**config.mk**
```make
export PLATFORM = sky130hd
export DESIGN_NAME = mole_sched_flat
export DESIGN_NICKNAME = d
export VERILOG_FILES = /design/src/rtl/mole_sched_if.sv /design/src/rtl/mole_sched.sv /design/src/flat_wrapper.sv
export SDC_FILE = /design/constraint.sdc
export NUM_CORES = 1
export LEC_CHECK = 0
export ABC_AREA = 1
export CORE_ASPECT_RATIO = 0.75
export CORE_MARGIN = 2
export CORE_UTILIZATION = 40
export CTS_CLUSTER_DIAMETER = 50
export DETAILED_ROUTE_END_ITERATION = 12
export SETUP_SLACK_MARGIN = 0.15
export SLEW_MARGIN = 20
export SYNTH_ARGS = -nofsm -noshare
export SYNTH_HDL_FRONTEND = slang
export SYNTH_SLANG_ARGS = --single-unit
```
**constraint.sdc**
```tcl
create_clock -name clk -period 2.3 [get_ports clk]
set_input_delay 0.46 -clock clk [delete_from_list [all_inputs] [get_ports clk]]
set_output_delay 0.46 -clock clk [all_outputs]
set_load 0.01 [all_outputs]
```
**src/rtl/mole_sched_if.sv**
```systemverilog
// Signals between the round scheduler and the PRBS generator, the player buttons and the display.
// The slave modport is the scheduler's side of the link.
interface mole_sched_if #(
  parameter int unsigned NUM_MOLES = 8
);
  logic                 start;
  logic [15:0]          rand_seq;
  logic                 rand_shift;
  logic [NUM_MOLES-1:0] hit_btn;
  logic [NUM_MOLES-1:0] mole_on;
  logic [7:0]           score;
  logic [7:0]           misses;
  logic                 busy;
  logic                 game_over;

  modport master (
    output start, rand_seq, hit_btn,
    input  rand_shift, mole_on, score, misses, busy, game_over
  );

  modport slave (
    input  start, rand_seq, hit_btn,
    output rand_shift, mole_on, score, misses, busy, game_over
  );
endinterface

```
**src/rtl/mole_sched.sv**
```systemverilog
// Whack-a-mole round scheduler: picks a mole and lit time from the PRBS word, times each round
// in game ticks, scores rising-edge hits and ends the game on too many misses or rounds.
module mole_sched #(
  parameter int unsigned NUM_MOLES  = 8,
  parameter int unsigned TICK_DIV   = 50000,
  parameter int unsigned LIT_BASE   = 4,
  parameter int unsigned GAP_TICKS  = 2,
  parameter int unsigned MAX_MISSES = 5,
  parameter int unsigned NUM_ROUNDS = 30
) (
  input  logic         clk,
  input  logic         rst,
  mole_sched_if.slave  bus
);
  localparam int unsigned IDX_W     = $clog2(NUM_MOLES);
  localparam int unsigned CNT_W     = $clog2(TICK_DIV);
  localparam int unsigned MAX_TICKS = (LIT_BASE + 15 > GAP_TICKS) ? LIT_BASE + 15 : GAP_TICKS;
  localparam int unsigned TNUM_W    = $clog2(MAX_TICKS + 1);
  localparam int unsigned RND_W     = $clog2(NUM_ROUNDS + 1);

  typedef enum logic [2:0] {StIdle, StPick, StShow, StGap, StDone} state_e;

  state_e               state_q;
  logic [IDX_W-1:0]     idx_q;       // current mole, doubles as prev_idx for the next pick
  logic [TNUM_W-1:0]    tick_lim_q;  // last tick index of the current SHOW or GAP
  logic [TNUM_W-1:0]    tick_num_q;
  logic [CNT_W-1:0]     tick_cnt_q;
  logic [RND_W-1:0]     round_q;
  logic [NUM_MOLES-1:0] btn_q;
  logic [NUM_MOLES-1:0] mole_on_q;
  logic [7:0]           score_q;
  logic [7:0]           misses_q;
  logic                 rand_shift_q;
  logic                 busy_q;
  logic                 game_over_q;

  logic [NUM_MOLES-1:0] btn_rise;
  logic [IDX_W-1:0]     pick_idx;
  logic                 tick_end;
  logic                 tick_last;
  logic                 unused_rand;

  assign btn_rise    = bus.hit_btn & ~btn_q;
  assign tick_end    = (tick_cnt_q == CNT_W'(TICK_DIV - 1));
  assign tick_last   = tick_end && (tick_num_q == tick_lim_q);
  assign unused_rand = ^bus.rand_seq[15:8];

  always_comb begin
    pick_idx = bus.rand_seq[IDX_W-1:0];
    if (pick_idx == idx_q) begin
      pick_idx = pick_idx + IDX_W'(1);
    end
  end

  always_ff @(posedge clk or negedge rst) begin
    if (!rst) begin
      state_q      <= StIdle;
      idx_q        <= '0;
      tick_lim_q   <= '0;
      tick_num_q   <= '0;
      tick_cnt_q   <= '0;
      round_q      <= '0;
      btn_q        <= '0;
      mole_on_q    <= '0;
      score_q      <= '0;
      misses_q     <= '0;
      rand_shift_q <= 1'b0;
      busy_q       <= 1'b0;
      game_over_q  <= 1'b0;
    end else begin
      btn_q        <= bus.hit_btn;
      rand_shift_q <= 1'b0;
      if (state_q == StShow || state_q == StGap) begin
        if (tick_end) begin
          tick_cnt_q <= '0;
          tick_num_q <= tick_num_q + TNUM_W'(1);
        end else begin
          tick_cnt_q <= tick_cnt_q + CNT_W'(1);
        end
      end

      unique case (state_q)
        StIdle, StDone: begin
          if (bus.start) begin
            state_q      <= StPick;
            score_q      <= '0;
            misses_q     <= '0;
            round_q      <= '0;
            rand_shift_q <= 1'b1;
            busy_q       <= 1'b1;
            game_over_q  <= 1'b0;
          end
        end
        StPick: begin
          state_q    <= StShow;
          idx_q      <= pick_idx;
          mole_on_q  <= NUM_MOLES'(1) << pick_idx;
          tick_lim_q <= TNUM_W'(LIT_BASE - 1) + TNUM_W'(bus.rand_seq[7:4]);
          tick_num_q <= '0;
          tick_cnt_q <= '0;
          round_q    <= round_q + RND_W'(1);
        end
        StShow: begin
          if (btn_rise[idx_q] || tick_last) begin
            state_q    <= StGap;
            mole_on_q  <= '0;
            tick_lim_q <= TNUM_W'(GAP_TICKS - 1);
            tick_num_q <= '0;
            tick_cnt_q <= '0;
            // A correct hit wins over a timeout landing in the same cycle.
            if (btn_rise[idx_q]) begin
              if (score_q != 8'hFF) score_q <= score_q + 8'd1;
            end else if (misses_q != 8'hFF) begin
              misses_q <= misses_q + 8'd1;
            end
          end else if (|btn_rise) begin
            if (misses_q != 8'hFF) misses_q <= misses_q + 8'd1;
          end
        end
        StGap: begin
          if (tick_last) begin
            if (misses_q >= 8'(MAX_MISSES) || round_q == RND_W'(NUM_ROUNDS)) begin
              state_q     <= StDone;
              busy_q      <= 1'b0;
              game_over_q <= 1'b1;
            end else begin
              state_q      <= StPick;
              rand_shift_q <= 1'b1;
            end
          end
        end
        default: state_q <= StIdle;
      endcase
    end
  end

  assign bus.rand_shift = rand_shift_q;
  assign bus.mole_on    = mole_on_q;
  assign bus.score      = score_q;
  assign bus.misses     = misses_q;
  assign bus.busy       = busy_q;
  assign bus.game_over  = game_over_q;
endmodule

```
**src/flat_wrapper.sv**
```systemverilog
// flat-port wrapper written by rule: the top's interface ports become plain ports
module mole_sched_flat 
#(
  parameter int unsigned NUM_MOLES  = 8,
  parameter int unsigned TICK_DIV   = 50000,
  parameter int unsigned LIT_BASE   = 4,
  parameter int unsigned GAP_TICKS  = 2,
  parameter int unsigned MAX_MISSES = 5,
  parameter int unsigned NUM_ROUNDS = 30
)
  (clk, rst, bus_start, bus_rand_seq, bus_hit_btn, bus_rand_shift, bus_mole_on, bus_score, bus_misses, bus_busy, bus_game_over);
  mole_sched_if #(.NUM_MOLES(NUM_MOLES)) bus_i ();
  input  logic clk;
  input  logic rst;
  input wire logic [$bits(bus_i.start)-1:0] bus_start;
  input wire logic [$bits(bus_i.rand_seq)-1:0] bus_rand_seq;
  input wire logic [$bits(bus_i.hit_btn)-1:0] bus_hit_btn;
  output wire logic [$bits(bus_i.rand_shift)-1:0] bus_rand_shift;
  output wire logic [$bits(bus_i.mole_on)-1:0] bus_mole_on;
  output wire logic [$bits(bus_i.score)-1:0] bus_score;
  output wire logic [$bits(bus_i.misses)-1:0] bus_misses;
  output wire logic [$bits(bus_i.busy)-1:0] bus_busy;
  output wire logic [$bits(bus_i.game_over)-1:0] bus_game_over;
  assign bus_i.start = bus_start;
  assign bus_i.rand_seq = bus_rand_seq;
  assign bus_i.hit_btn = bus_hit_btn;
  assign bus_rand_shift = bus_i.rand_shift;
  assign bus_mole_on = bus_i.mole_on;
  assign bus_score = bus_i.score;
  assign bus_misses = bus_i.misses;
  assign bus_busy = bus_i.busy;
  assign bus_game_over = bus_i.game_over;
  mole_sched #(.NUM_MOLES(NUM_MOLES), .TICK_DIV(TICK_DIV), .LIT_BASE(LIT_BASE), .GAP_TICKS(GAP_TICKS), .MAX_MISSES(MAX_MISSES), .NUM_ROUNDS(NUM_ROUNDS)) u_core (.clk(clk), .rst(rst), .bus(bus_i));
endmodule
```
==> results.txt <==
Final cell count without fillers: 759
R2r worst-path depth: 9
Top Family by Delay on Critical Path: buffers and inverters
Vias in the first global route: 3529
Initial antenna violation count: 0
Antenna Nets Post-Route: 0
Grt ovf: 0
Buffers on Ports: 44
Storage element area: 0.00180 mm²
Fmax: 517 MHz
Critical path data arrival time: 1470 ps
Leading cell type by number of instances after synthesis: nand2_1
Clk Tree Root Cell: clkbuf_16
Setup Skew: 7.76 ps
Max-cap viol count: 0
Register area share after synthesis: 41.5%
First-pass GRT wire length: 16600 µm
Period utilization: 84.1%
Core footprint: 0.0104 mm²
RSZ-0062 raised after global routing: false
Num CTS Buffers: 9
Pre-CTS setup slack: 161 ps
FFs w/ async S/R, synth: 100%
Main combinational cell family by area after synthesis: simple AND/OR/NAND/NOR gates
DRC: 0
Slowest cell on crit path: clkdlybuf4s50_1
M2 GR Usage: 27.1%
Worst hold path type: in2async
Synthesis-stage register bit count: 72
Post_cts resized: 0
Via density: 4.90
Final nets: 655
Critical path origin: u_core.bus.misses[0]
Yosys warnings: 0
Std-Cell Rows: 32
Max_slew headroom: 71.9%
Wire per inst: 12.3 µm
Grt met3 use: 4.33%
Die height: 94.2 µm
Startpoint Class: register
Post-synthesis mux area share: 0%
Syn Nets: 604
Multi-input logic area: 0.00219 mm²
Clock Sinks: 72
Largest net degree at the start of global routing: 73
Area delta synth->final: 20.9%
Post-CTS Setup Bufs: 0
Leak pwr: 0.00251 µW
CP cell instances: clkdlybuf4s50_1
Setup tns final: 0 ps
PD cells: 572 mW/mm²
Clock buffer depth: 2
Status: finished clean
Peak supply drop: 0.399 mV
Worst setup margin: 365 ps
Synth Area in Compound Gates: 7.84%
Synthesized area per cell: 7.65 µm²
H-tree depth: 3
Antenna Cells: 0
Worst-margin pin slew: 421 ps
Post-synth EDFFs: 0
Tmin final: 1930 ps
Die width: 124 µm
Post-Synth Adder-Cell Area: 2.88%
Detailed router's first-iteration violation count: 244
Post-synth top area share: 41.5%
GR Util All Layers: 17.6%
WL final: 9370 µm
M1 GR Usage: 24.4%
Final Max Tran Viols: 0
Crit Path Max Fanout: 10
GPL Wtd Cong: 0.805
Initial core utilization: 41.7%
Area share of and/or/nand/nor cells after synthesis: 35.4%
Hold Violations, Final: 0
# setup viols final: 0
FF-to-FF Start: u_core.state_q[2]
Clk Latency, worst-skew pair: 340 ps
Die Area: 0.0117 mm²
Fillers: 1041
Synth unique cells: 35
Buf+Inv Stages, Crit Path: 1
Synthesized netlist cell count: 567
Hold-fix buffers at CTS: 0
First-pass iteration count of the detailed router: 4
Top post-synthesis cells by count: nand2_1 (159), dfrtp_1 (72), inv_1 (64)
Ratio of cells with drive above 1 in the final layout: 13.5%
Endpoint class of the critical path: output pin
Synth Area in XOR/XNOR: 4.38%
Main area contributors after synthesis: dfrtp_1 (42%), nand2_1 (14%), nand3_1 (5.5%)
Top FF cell, synth: dfrtp_1
CTS tree: done
Crit path required time: 1840 ps
WS Path Type: reg2out
IO Count: 54
Synthesized area: 0.00434 mm²
Slowest Stage Delay on Critical Path: 610 ps
DP HPWL: 6830 µm
Post-synth top area cell: dfrtp_1
# placed instances: 743
Vias: 3718
GRT busiest layer: met2
Worst-path clk slew: 60 ps
Crit Reg-Reg Endpoint: u_core.bus.misses[0]
Reg2reg setup slack: 370 ps
-- flip-flops by register name, summed over array words and instances (netlist names), 5 cells and up --
register,count
u_core.btn_q,8
u_core.bus.misses,8
u_core.tick_num_q,5
u_core.tick_lim_q,5
u_core.round_q,5
u_core.bus.mole_on,8
u_core.tick_cnt_q,16
u_core.bus.score,8
-- layout make-up --
| cell class | instances | share of cell area (%) |
|---|---|---|
| Sequential cell | 72 | 34.3 |
| Inverter | 68 | 4.87 |
| Timing Repair Buffer | 50 | 9.40 |
| Clock buffer | 10 | 4.36 |
| Tap cell | 136 | 3.24 |
| Clock inverter | 6 | 2.05 |
| Multi-Input combinational cell | 417 | 41.7 |
-- kinds of logic after synthesis --
family / count (synthesis)
AOI/OAI and AO/OA: 54
DFF: 72
adders and majority gates: 10
xor gates and xnor gates: 20
buffers and inverters: 78
and+or+nand+nor: 333
-- cell usage in the layout (no fill, tap or decap), types with 14 or more instances in the layout --
master	netlist	final
nand2_1	159	159
o21ai_0	20	20
nand3_1	48	48
xor2_1	14	14
dfrtp_1	72	72
nand4_1	19	19
clkdlybuf4s50_1	0	43
nor2_1	60	60
o21ai_2	14	14
a21oi_1	14	14
inv_1	64	64
-- stage by stage --
step	hold WS, ps	total power [µW]	area [µm²]	util, %
floorplan	164	1370	4340	-
global placement	466	1450	4910	47.2
detailed placement	469	1450	4910	47.2
CTS	172	3050	5250	50.4
global route	188	3130	5250	50.4
finish	139	3000	5250	50.4
-- worst max path at each step --
stage                                       end  slack (ps)  cells past startpoint
after global routing      u_core.bus.mole_on[7]         180                     11
final                             bus_misses[0]         370                      1
after CTS                         bus_misses[0]         340                      1
after global placement    u_core.bus.mole_on[4]         230                      8
after detailed placement  u_core.bus.mole_on[4]         160                      8
after floorplan             u_core.bus.score[6]         710                     10
-- routing by layer --
| metal | routed length, µm | share of wire (%) |
|---|---|---|
| met5 | 0 | 0 |
| met4 | 110 | 1.2 |
| met3 | 387 | 4.1 |
| met2 | 4030 | 43 |
| met1 | 4850 | 52 |
-- power by group --
part	internal, µW	switching, µW
Sequential	1280	3.88
Combinational	56.9	88.1
Clock	1050	522
No activity file was read; power rests on OpenSTA's default activity.
